File: config.mk
export PLATFORM = sky130hd
export DESIGN_NAME = findface_ctrl_flat
export DESIGN_NICKNAME = d
export VERILOG_FILES = /design/src/rtl/findface_ctrl_if.sv /design/src/rtl/findface_ctrl.sv /design/src/flat_wrapper.sv
export SDC_FILE = /design/constraint.sdc
export NUM_CORES = 1
export LEC_CHECK = 0
export CORE_UTILIZATION = 54
export CTS_CLUSTER_DIAMETER = 120
export DETAILED_ROUTE_END_ITERATION = 10
export HOLD_SLACK_MARGIN = 0.05
export PLACE_DENSITY = 0.81
export SYNTH_ARGS = -nofsm -noshare
export SYNTH_HDL_FRONTEND = slang
export SYNTH_SLANG_ARGS = --single-unit
File: constraint.sdc
create_clock -name Bus2IP_Clk -period 3.6 [get_ports Bus2IP_Clk]
set_input_delay 0.54 -clock Bus2IP_Clk [delete_from_list [all_inputs] [get_ports Bus2IP_Clk]]
set_output_delay 0.54 -clock Bus2IP_Clk [all_outputs]
set_load 0.01 [all_outputs]
File: src/rtl/findface_ctrl_if.sv
`default_nettype none
// ============================================================================
// Module      : findface_ctrl_if
// Description : Window-request / SAD-return bus between the findface search
//               sequencer (master) and the window supplier plus SAD datapath
//               (slave).
//                 win_req  master->slave  window request
//                 win_x    master->slave  requested candidate x
//                 win_y    master->slave  requested candidate y
//                 win_ack  slave->master  requested window is on the datapath
//                 sad_in   slave->master  SAD datapath output
// Revision    : 1.0  initial release
// ============================================================================
interface findface_ctrl_if #(
    parameter int COORD_W = 8,
    parameter int SAD_W   = 32
);
    logic               win_req;
    logic [COORD_W-1:0] win_x;
    logic [COORD_W-1:0] win_y;
    logic               win_ack;
    logic [SAD_W-1:0]   sad_in;

    modport master (
        output win_req,
        output win_x,
        output win_y,
        input  win_ack,
        input  sad_in
    );

    modport slave (
        input  win_req,
        input  win_x,
        input  win_y,
        output win_ack,
        output sad_in
    );
endinterface
`default_nettype wire

File: src/rtl/findface_ctrl.sv
`default_nettype none
// ============================================================================
// Module      : findface_ctrl
// Description : Sequencer for the 32x32 SAD datapath. Sweeps candidate window
//               positions in raster order, tracks the fixed SAD pipeline
//               latency with a tag shift register and keeps the minimum SAD
//               together with its (x,y) position.
// Ports       : Bus2IP_Clk / Bus2IP_Reset  clock, synchronous active-high reset
//               start, abort                search control
//               cfg_max_x, cfg_max_y        last candidate x/y (inclusive)
//               win (master modport)        window request / SAD return bus
//               busy, done, result_valid    status
//               best_sad, best_x, best_y    search result
// Revision    : 1.0  initial release
// ============================================================================
module findface_ctrl #(
    parameter int SAD_LATENCY = 4,
    parameter int COORD_W     = 8,
    parameter int SAD_W       = 32
) (
    input  wire logic               Bus2IP_Clk,
    input  wire logic               Bus2IP_Reset,
    input  wire logic               start,
    input  wire logic               abort,
    input  wire logic [COORD_W-1:0] cfg_max_x,
    input  wire logic [COORD_W-1:0] cfg_max_y,
    findface_ctrl_if.master         win,
    output logic                    busy,
    output logic                    done,
    output logic                    result_valid,
    output logic [SAD_W-1:0]        best_sad,
    output logic [COORD_W-1:0]      best_x,
    output logic [COORD_W-1:0]      best_y
);

    typedef enum logic [1:0] {
        ST_IDLE  = 2'd0,
        ST_ISSUE = 2'd1,
        ST_DRAIN = 2'd2,
        ST_DONE  = 2'd3
    } state_t;

    state_t             r_state;
    logic [COORD_W-1:0] r_max_x;
    logic [COORD_W-1:0] r_max_y;
    logic               r_first;

    // Tag pipeline: stage 0 is loaded on an accepted ack, stage
    // SAD_LATENCY-1 lines up with sad_in.
    logic [SAD_LATENCY-1:0] r_vld;
    logic [COORD_W-1:0]     r_tag_x [SAD_LATENCY];
    logic [COORD_W-1:0]     r_tag_y [SAD_LATENCY];

    logic                   w_ack;
    logic                   w_last_x;
    logic                   w_last_y;
    logic                   w_out_vld;
    logic                   w_take;
    logic [SAD_LATENCY-1:0] w_vld_upstream;

    assign w_ack     = win.win_req & win.win_ack;
    assign w_last_x  = (win.win_x == r_max_x);
    assign w_last_y  = (win.win_y == r_max_y);
    assign w_out_vld = r_vld[SAD_LATENCY-1];
    // Strict less-than keeps the earliest raster position on ties.
    assign w_take    = w_out_vld & (r_first | (win.sad_in < best_sad));

    // Valid bits of every stage except the output stage. When these are all
    // clear, the result being compared this cycle is the last one.
    assign w_vld_upstream = r_vld << 1;

    always_ff @(posedge Bus2IP_Clk) begin
        if (Bus2IP_Reset) begin
            r_state      <= ST_IDLE;
            r_max_x      <= '0;
            r_max_y      <= '0;
            r_first      <= 1'b0;
            r_vld        <= '0;
            for (int i = 0; i < SAD_LATENCY; i++) begin
                r_tag_x[i] <= '0;
                r_tag_y[i] <= '0;
            end
            win.win_req  <= 1'b0;
            win.win_x    <= '0;
            win.win_y    <= '0;
            busy         <= 1'b0;
            done         <= 1'b0;
            result_valid <= 1'b0;
            best_sad     <= '0;
            best_x       <= '0;
            best_y       <= '0;
        end else if (abort) begin
            // best_* keep their contents but are marked invalid.
            r_state      <= ST_IDLE;
            r_vld        <= '0;
            win.win_req  <= 1'b0;
            busy         <= 1'b0;
            done         <= 1'b0;
            result_valid <= 1'b0;
        end else begin
            done <= 1'b0;

            for (int i = SAD_LATENCY - 1; i > 0; i--) begin
                r_vld[i]   <= r_vld[i-1];
                r_tag_x[i] <= r_tag_x[i-1];
                r_tag_y[i] <= r_tag_y[i-1];
            end
            r_vld[0]   <= w_ack;
            r_tag_x[0] <= win.win_x;
            r_tag_y[0] <= win.win_y;

            if (w_take) begin
                best_sad <= win.sad_in;
                best_x   <= r_tag_x[SAD_LATENCY-1];
                best_y   <= r_tag_y[SAD_LATENCY-1];
                r_first  <= 1'b0;
            end

            case (r_state)
                ST_IDLE: begin
                    if (start) begin
                        r_state      <= ST_ISSUE;
                        r_max_x      <= cfg_max_x;
                        r_max_y      <= cfg_max_y;
                        r_first      <= 1'b1;
                        win.win_req  <= 1'b1;
                        win.win_x    <= '0;
                        win.win_y    <= '0;
                        busy         <= 1'b1;
                        result_valid <= 1'b0;
                    end
                end
                ST_ISSUE: begin
                    if (w_ack) begin
                        if (w_last_x) begin
                            if (w_last_y) begin
                                win.win_req <= 1'b0;
                                r_state     <= ST_DRAIN;
                            end else begin
                                win.win_x <= '0;
                                win.win_y <= win.win_y + 1'b1;
                            end
                        end else begin
                            win.win_x <= win.win_x + 1'b1;
                        end
                    end
                end
                ST_DRAIN: begin
                    if (w_vld_upstream == '0) begin
                        r_state      <= ST_DONE;
                        busy         <= 1'b0;
                        done         <= 1'b1;
                        result_valid <= 1'b1;
                    end
                end
                ST_DONE: begin
                    r_state <= ST_IDLE;
                end
                default: begin
                    r_state <= ST_IDLE;
                end
            endcase
        end
    end

endmodule
`default_nettype wire

File: src/flat_wrapper.sv
// flat-port wrapper written by rule: the top's interface ports become plain ports
module findface_ctrl_flat 
#(
    parameter int SAD_LATENCY = 4,
    parameter int COORD_W     = 8,
    parameter int SAD_W       = 32
)
  (Bus2IP_Clk, Bus2IP_Reset, start, abort, cfg_max_x, cfg_max_y, busy, done, result_valid, best_sad, best_x, best_y, win_win_req, win_win_x, win_win_y, win_win_ack, win_sad_in);
  findface_ctrl_if #(.COORD_W(COORD_W), .SAD_W(SAD_W)) win_i ();
  input  wire logic Bus2IP_Clk;
  input  wire logic Bus2IP_Reset;
  input  wire logic start;
  input  wire logic abort;
  input  wire logic [COORD_W-1:0] cfg_max_x;
  input  wire logic [COORD_W-1:0] cfg_max_y;
  output logic busy;
  output logic done;
  output logic result_valid;
  output logic [SAD_W-1:0] best_sad;
  output logic [COORD_W-1:0] best_x;
  output logic [COORD_W-1:0] best_y;
  output wire logic [$bits(win_i.win_req)-1:0] win_win_req;
  output wire logic [$bits(win_i.win_x)-1:0] win_win_x;
  output wire logic [$bits(win_i.win_y)-1:0] win_win_y;
  input wire logic [$bits(win_i.win_ack)-1:0] win_win_ack;
  input wire logic [$bits(win_i.sad_in)-1:0] win_sad_in;
  assign win_win_req = win_i.win_req;
  assign win_win_x = win_i.win_x;
  assign win_win_y = win_i.win_y;
  assign win_i.win_ack = win_win_ack;
  assign win_i.sad_in = win_sad_in;
  findface_ctrl #(.SAD_LATENCY(SAD_LATENCY), .COORD_W(COORD_W), .SAD_W(SAD_W)) u_core (.Bus2IP_Clk(Bus2IP_Clk), .Bus2IP_Reset(Bus2IP_Reset), .start(start), .abort(abort), .cfg_max_x(cfg_max_x), .cfg_max_y(cfg_max_y), .win(win_i), .busy(busy), .done(done), .result_valid(result_valid), .best_sad(best_sad), .best_x(best_x), .best_y(best_y));
endmodule
# Word level (Yosys, flattened, before mapping)
# Memories as Yosys holds them, arrays and structs flattened. A register that Yosys moved wholly into a read port is not among the register bits.
# Index checks and enable logic that the tools add are counted.
[word_totals]
register_bits = 75
latchBits = 0
out_inout_bits = 68
mem_bits_ro = 0
ramBits = 64
memories = 2
[classes]
n_div = 0
n_eq_ne = 12
bitwise_logic = 13
multipliers = 0
mux = 42
order_cmp = 1
n_addsub = 2
reduce_logical = 13
shift = 0
[mem_list]
columns = ["memory", "depth", "width", "rd", "rd_ports_with_merged_regs", "wr", "line", "rtl"]
rows = [
  ["u_core.r_tag_x", 4, 8, 4, 1, 4, "findface_ctrl.sv:51", "logic [COORD_W-1:0] r_tag_x [SAD_LATENCY];"],
  ["u_core.r_tag_y", 4, 8, 4, 1, 4, "findface_ctrl.sv:52", "logic [COORD_W-1:0] r_tag_y [SAD_LATENCY];"],
]
[op_table]
columns = ["operator", "count"]
rows = [
  ["2-to-1 mux 8 bit", 15],
  ["less-than comparator 32 bit", 1],
  ["one-hot mux 8 bit (2 select lines)", 2],
  ["adder 8 x 1 -> 8 bit (second input constant)", 2],
  ["== test 8 bit", 2],
  ["2-to-1 mux 1 bit", 16],
  ["AND reduction 5 bit", 3],
  ["2-to-1 mux 2 bit", 5],
  ["bitwise OR 1 bit", 9],
  ["!= test 2 x 1 -> 1 bit (second input constant)", 4],
  ["one-hot mux 2 bit (4 select lines)", 1],
  ["one-hot mux 1 bit (2 select lines)", 3],
  ["AND reduction 3 bit", 2],
  ["AND reduction 6 bit", 1],
  ["== test 2 bit (second input constant)", 2],
  ["zero test 4 bit", 1],
  ["!= test 2 bit (second input constant)", 2],
  ["nonzero test 2 bit", 2],
  ["!= test 3 bit (second input constant)", 1],
  ["OR reduction 3 bit", 1],
  ["AND 1 bit", 2],
  ["== test 2 x 1 -> 1 bit (second input constant)", 1],
  ["zero test 2 bit", 1],
  ["NOT 1 bit", 2],
  ["2 further kinds", 2],
]

# Longest topological paths before layout
# Gate-level depths: netlist of run 1.
[depth]
ltp_word = 6
ltp_mapped = 11
depth_no_buf = 8

# Worst setup path before layout of run 1
# No wires, ideal clock.
[synth_path]
path_type = "input port to flip-flop"
startpoint = "input Bus2IP_Reset"
endpoint = "memory u_core.r_tag_x[0][0] (enable)"
setup_slack_ns = 0.542
path_stages = 3
n_path_buf = 2
t_arrival_ns = 2.625
setup_ns = 0.433
required_time_ns = 3.167
cell_sequence = "clkbuf_1 -> clkbuf_1 -> nand2b_1"
[synth_rtl]
columns = ["item", "line", "rtl"]
rows = [
  ["from (decl)", "flat_wrapper.sv:11", "input wire logic Bus2IP_Reset;"],
  ["to (decl)", "findface_ctrl.sv:51", ""],
]

# Final worst setup path of run 1
[layout_path]
startpoint = "register u_core.r_state[1]"
endpoint = "register u_core.win.win_y[7]"
[layout_between]
elab_chain_len = 3
word_cells_on_any_way = 9
cone_classes = "eq/ne (5); mux (1); reduce/logical (3)"
[layout_rtl]
columns = ["item", "line", "rtl"]
rows = [
  ["from (decl)", "findface_ctrl.sv:43", "state_t r_state;"],
  ["from (signal assigned)", "findface_ctrl.sv:74", "r_state <= ST_IDLE;"],
  ["from (signal assigned)", "findface_ctrl.sv:94", "r_state <= ST_IDLE;"],
  ["from (signal assigned)", "findface_ctrl.sv:122", "r_state <= ST_ISSUE;"],
  ["== test 2 x 1 -> 1 bit or zero test 2 bit (tied branches)", "findface_ctrl.sv:119", "case (r_state)"],
  ["!= test 2 x 1 -> 1 bit (no line) (tied with other cells)", "--", ""],
  ["AND reduction 6 bit (no line)", "--", ""],
  ["to (signal assigned)", "findface_ctrl.sv:141", "win.win_y <= win.win_y + 1'b1;"],
  ["to (decl)", "findface_ctrl_if.sv:27", "output win_y,"],
]
# Several ways; a longest one is shown, not always the timed one.
# A chain may end at the register's enable or synchronous reset.

==> flow_summary.yaml, run 1 <==
power_and_ir_drop:
  combPwrFrac: 0.075
  powerDensity_mw_per_mm2: 436
  power_frac_clock: 0.454
  p_leak_uw: 0.00328
  internal_power_uw: 3130
  swShare: 0.225
  p_sw_uw: 912
  max-vdd-ir-drop_v: 0.000309
  power_uw: 4040
  sequentialPowerShare: 0.471
setup_path:
  worstSetupStartpointType: "flop"
  crit_type: "reg -> reg"
  critical_path_required_ns: 3.95
  critPathArrivalTime_ns: 3.04
  crit_path_top_delay_cell: "or4_1"
  crit_path_max_incr_delay_ns: 0.60
  critical_path.max_fanout: 13
  path_cells: "inv_1, ha_1, nor2_1, a2111oi_2, a31oi_1, or4_1, a21oi_1"
  path_buf_inv: 1
  crit_cells: 7
  cp-end-kind: "flop"
  crit_family: "compound AO/OA/AOI/OAI gates"
  r2r_cells: 7
routing:
  initialDrtViolationCount: 281
  routed_via_density: 5.12
  wl_met3_microns: 654
  wl_met2_mm: 6.84
  met1_length_mm: 6.25
  drc: 0
  dr.pass1.iters: 5
  wl_mm: 14.0
  top_layer: "met4"
  routedWlPerCell_microns: 14.0
  vias: 5114
  ant_nets: 0
cts:
  numClockSinks: 155
  cts_hold_buf: 0
  cts_inserted_buffers: 17
  clk_pin_slew_ns: 0.06
  clkLatencyLatePin_ns: 0.42
  h-tree-depth: 4
  cts_root_buffer: "clkbuf_16"
  cts_setup_buffers: 0
  clockBufferDepth: 2
  cts_resized: 0
  cts_tree: "done"
final_layout:
  layout-drive-gt1-share: 0.0669
  seqCellArea_sq_mm: 0.00374
  fin_nets: 898
  final_core_util: 0.700
  fill_cells: 1011
  multi_input_area_sq_mm: 0.00329
  area_delta_synth_final_pct: 26.2
  n_antenna_cell: 0
  reg_top3: "u_core.best_sad (32), u_core.r_tag_x (32), u_core.r_tag_y (32)"
sta:
  rsz0062_at_grt: "no"
  final_hold_viol_count: 0
  slew-limit-headroom: 0.396
  tightest_slew_ns: 0.903
  finalCritPeriodShare: 0.746
  drv_slew: 0
  fin_skew_ns: 0.00510
  fin_tns_setup_ns: 0
  finalSetupViolCount: 0
  fin_crit_ns: 2.69
  fmax_ghz: 0.372
grt:
  grt_pass1_vias: 5119
  grt_pass1_wl_mm: 23.8
  grt_usage: 0.211
  antenna_found_initial: 0
  grt_overflow_total: 0
  grt_max_degree: 98
place:
  place_congestion: 0.842
  hpwl_mm: 9.78
  portBuffers: 120
hold_path:
  hold_class: "reg -> reg"
  hold_depth: 2
yosys:
  synthesis.area_sq_mm: 0.00735
  yosys_most_used_dff: "dfxtp_1"
  syn_area_per_cell_sq_um: 10.6
  ys_seq_area_frac: 0.509
  synth_top_area_cell: "edfxtp_1"
  ys_async_sr_fraction: 0
  syn_nets: 784
  synth_edf_count: 64
  synth_commonest_cells: "101 x nand2b_1, 91 x dfxtp_1, 67 x and2_1, 64 x edfxtp_1, 51 x nand2_1"
  ys_ff_latch: 155
  ys_warn_count: 0
  yosysMostFrequentCell: "nand2b_1"
  synthTopCellsByArea: "edfxtp_1 26%, dfxtp_1 25%, nand2b_1 8.6%, mux2i_1 6.8%, ha_1 6.1%"
  synth_cells: 695
  ys_types: 54
  netlist.area_leader.share: 0.261
floorplanning:
  ios: 121
  start_util: 0.555
  num_rows: 42
  die_w_microns: 119
  die_h_microns: 119
  die_area_sq_mm: 0.0141
  core_area_sq_mm: 0.0132
status:
  status: "completed"
run:
  drv_cap: 0
[layout make-up]
type	instances	area share
Sequential cell	155	0.404
Timing Repair Buffer	127	0.137
Tap cell	176	0.0237
Multi-Input combinational cell	472	0.355
Clock buffer	17	0.0459
Clock inverter	15	0.0200
Inverter	36	0.0146
[worst reg2reg max path, cell delays in order, from the launching register on]
cell	delay, ns
dfxtp_1	0.32
inv_1	0.09
ha_1	0.47
nor2_1	0.15
a2111oi_2	0.45
a31oi_1	0.40
or4_1	0.61
a21oi_1	0.15
[placed cells by master, fill, tap and decap left out, drive strengths merged, types with 2 or more instances in the layout]
cell / instances
o21ai: 12
nand3: 9
and2: 67
a2111oi: 3
a21oi: 43
inv: 42
clkinv: 2
a211oi: 2
ha: 36
bufinv: 3
nand2b: 102
dfxtp: 91
nor3: 5
xnor2: 20
clkbuf: 17
o31ai: 3
nor2b: 3
or2: 5
a31oi: 2
clkinvlp: 4
mux2i: 50
or4: 2
nand2: 52
nand3b: 2
nor4: 2
and3: 2
or3: 5
nor2: 21
edfxtp: 64
clkdlybuf4s50: 119
buf: 8
nand4: 8
[routing by layer]
metal | vias to the layer above | track usage
met5 | - | 0
met4 | 0 | 0.0807
met3 | 15 | 0.0430
met2 | 125 | 0.362
met1 | 2383 | 0.260
li1 | 2591 | -
[worst paths after layout]
path | startpoint | endpoint | slack (ns)
worst max-delay path | u_core.r_state[1] | u_core.win.win_y[7] | 0.91
worst min-delay path | u_core.r_max_y[3] | u_core.r_max_y[3] | 0.47
worst max register to register | u_core.r_state[1] | u_core.win.win_y[7] | 0.91
worst min register to register | u_core.r_max_y[3] | u_core.r_max_y[3] | 0.47
[metrics by stage]
stage               std cells  instance area, sq um  setup slack [ns]  hold WS, ns
CTS                       998                  9280             0.909        0.467
detailed placement        966                  8660             0.594        0.459
finish                    998                  9280             0.913        0.467
floorplan                 695                  7350             0.542        0.431
global placement          966                  8660             0.737        0.443
global route              998                  9280             0.653        0.486
[cells by family (layout without fill, tap and decap cells)]
kind of cell / Yosys count / count (layout) / synth area share
flip-flops: 155 / 155 / 0.509
buffers and inverters: 68 / 195 / 0.0443
adder cells (fa/ha/maj): 36 / 36 / 0.0613
AO/OA/AOI/OAI: 76 / 76 / 0.0655
AND/OR/NAND/NOR: 289 / 289 / 0.227
multiplexers: 50 / 50 / 0.0681
XOR/XNOR: 21 / 21 / 0.0250
[power by group through the flow]
| stage | registers, uW | clock network (uW) | logic [uW] |
|---|---|---|---|
| 5_1_grt | 1910 | 1950 | 338 |
| 4_1_cts | 1900 | 1870 | 306 |
| 3_3_place_gp | 1940 | 0 | 293 |
| 2_1_floorplan | 1940 | 0 | 187 |
| 6_report | 1900 | 1840 | 303 |
| 3_5_place_dp | 1940 | 0 | 302 |
Power figures use the tool's default switching activity.
==> run 2, diff against run 1 <==
Settings changed: CORE_UTILIZATION 54 to 48, PLACE_DENSITY 0.81 to 0.76.
Clock period 3.6 ns to 2.4 ns, I/O delays scaled along.
==> run 2 against run 1 <==
Against the previous run: final area is 2.8% higher; die area is 12% higher; final cell count is 3.8% higher; critical path depth is 3 higher; combinational power is 66% higher; clock power is 39% higher; register-to-register slack worse by 0.87 ns; wire length is 5.5% higher; via count is 3.1% higher; power is 46% higher; non-clock buffer count is 30 higher.
==> flow_summary.yaml, run 2 (synthesized netlist as in run 1, its figures left out) <==
status:
  status: "completed"
sta:
  tightest_slew_ns: 0.638
  finalSetupViolCount: 0
  rsz0062_at_grt: "yes"
  fin_tns_setup_ns: 0
  setup_slack_ns: 0.00695
  final_hold_viol_count: 0
  fin_crit_ns: 2.39
  hold_slack_ns: 0.382
  finalCritPeriodShare: 0.997
  fmax_ghz: 0.418
  fin_skew_ns: 0.00496
  drv_slew: 0
  slew-limit-headroom: 0.575
setup_path:
  crit_type: "in -> reg"
  path_cells: "clkdlybuf4s50_1, ha_1, nand4_1, nor3_1, a22oi_1, nand2b_1, nor4bb_4, buf_6, buf_12, mux2i_1"
  crit_path_max_incr_delay_ns: 0.45
  startpoint: "win_sad_in[30]"
  crit_path_top_delay_cell: "clkdlybuf4s50_1"
  r2r_start: "u_core.best_sad[29]"
  critical_path.max_fanout: 16
  critical_path_required_ns: 2.73
  worstSetupStartpointType: "input pin"
  cp-end-kind: "flop"
  critPathArrivalTime_ns: 2.72
floorplanning:
  ios: 121
  num_rows: 44
  core_area_sq_mm: 0.0148
  die_h_microns: 126
  start_util: 0.498
  die_w_microns: 126
  die_area_sq_mm: 0.0158
final_layout:
  fin_nets: 928
  area_delta_synth_final_pct: 29.7
  fill_cells: 1180
  n_antenna_cell: 0
  multi_input_area_sq_mm: 0.00332
  layout_commonest_cell: "clkdlybuf4s50_1"
  layout-drive-gt1-share: 0.103
  layout_common_cells: "119 x clkdlybuf4s50_1, 100 x nand2b_1, 89 x dfxtp_1, 67 x and2_1, 64 x edfxtp_1"
  seqCellArea_sq_mm: 0.00375
  final_core_util: 0.646
  reg_top3: "u_core.best_sad (32), u_core.r_tag_x (32), u_core.r_tag_y (32)"
power_and_ir_drop:
  power_uw: 5920
  p_leak_uw: 0.00343
  max-vdd-ir-drop_v: 0.000529
  powerDensity_mw_per_mm2: 620
grt:
  grt_max_degree: 98
  grt_usage: 0.190
  grt_overflow_total: 0
  antenna_found_initial: 0
  grt_pass1_wl_mm: 24.0
  grt_pass1_vias: 5214
cts:
  clkLatencyLatePin_ns: 0.41
  cts_tree: "done"
  clockBufferDepth: 2
  cts_inserted_buffers: 17
  cts_root_buffer: "clkbuf_16"
  clk_pin_slew_ns: 0.06
  h-tree-depth: 4
  numClockSinks: 155
run:
  drv_cap: 0
hold_path:
  worstHoldStart: "Bus2IP_Reset"
  hold_class: "in -> reg"
routing:
  routedWlPerCell_microns: 14.2
  routed_via_density: 5.09
  wl_met2_mm: 6.98
  vias: 5271
  drc: 0
  met1_length_mm: 6.83
  dr.pass1.iters: 5
  initialDrtViolationCount: 281
  top_layer: "met4"
  wl_mm: 14.7
  wl_met3_microns: 753
  ant_nets: 0
place:
  portBuffers: 120
  place_congestion: 0.831
  hpwl_mm: 10.2
  place_ws_ns: -0.371
==> run 2: cell types whose count changed in the layout (fill, tap and decap cells not counted), sizes merged <==
| cell | before | now |
|---|---|---|
| buf | 8 | 37 |
| bufinv | 3 | 1 |
| clkbuf | 17 | 19 |
| clkinv | 2 | 4 |
| clkinvlp | 4 | 2 |
| inv | 42 | 43 |
==> run 2: power breakdown <==
part	total [uW]	internal (uW)	leakage (uW)	switching [uW]
logic	502	254	0.00171	248
registers	2860	2820	0.00145	32.7
clock network	2560	1450	0.000276	1110
total	5920	4530	0.00343	1390
==> run 2: final timing paths <==
| check | to | slack, ns | cells past startpoint |
|---|---|---|---|
| setup / recovery | u_core.best_sad[9] | 0.007 | 10 |
| hold / removal | u_core.r_max_y[7] | 0.38 | 2 |
| setup reg to reg | u_core.best_sad[9] | 0.04 | 10 |
| hold reg to reg | u_core.r_vld[2] | 0.45 | 1 |
==> run 2: repair_timing <==
item	4_1_cts	5_1_grt
endpoints found under the hold margin	0	0
buffers inserted	0	1
resized for setup	0	13
endpoints found under the setup margin	0	42
hold buffers	0	0
==> run 2: critical path: cells and delay by family <==
| kind | cells | cell delay (ns) |
|---|---|---|
| simple gates | 4 | 0.71 |
| buf+inv | 3 | 0.82 |
| mux | 1 | 0.25 |
| compound gates | 1 | 0.22 |
| fa+ha+maj | 1 | 0.35 |
==> run 2: cell type report <==
cell class / instances / share of cell area
Tap cell: 184 / 0.0241
Timing Repair Buffer: 157 / 0.161
Inverter: 36 / 0.0142
Multi-Input combinational cell: 472 / 0.349
Sequential cell: 155 / 0.393
Clock buffer: 18 / 0.0450
Clock inverter: 14 / 0.0142
==> run 2: layer usage <==
| layer | vias up | global-route usage |
|---|---|---|
| met5 | - | 0 |
| met4 | 0 | 0.0716 |
| met3 | 14 | 0.0472 |
| met2 | 130 | 0.316 |
| met1 | 2475 | 0.239 |
| li1 | 2652 | - |
==> run 2: per-stage QoR <==
stage | instances | instance area, sq um
after floorplan | 695 | 7350
after global placement | 1001 | 8880
after detailed placement | 1001 | 8880
after CTS | 1033 | 9440
after global routing | 1036 | 9540
final | 1036 | 9540
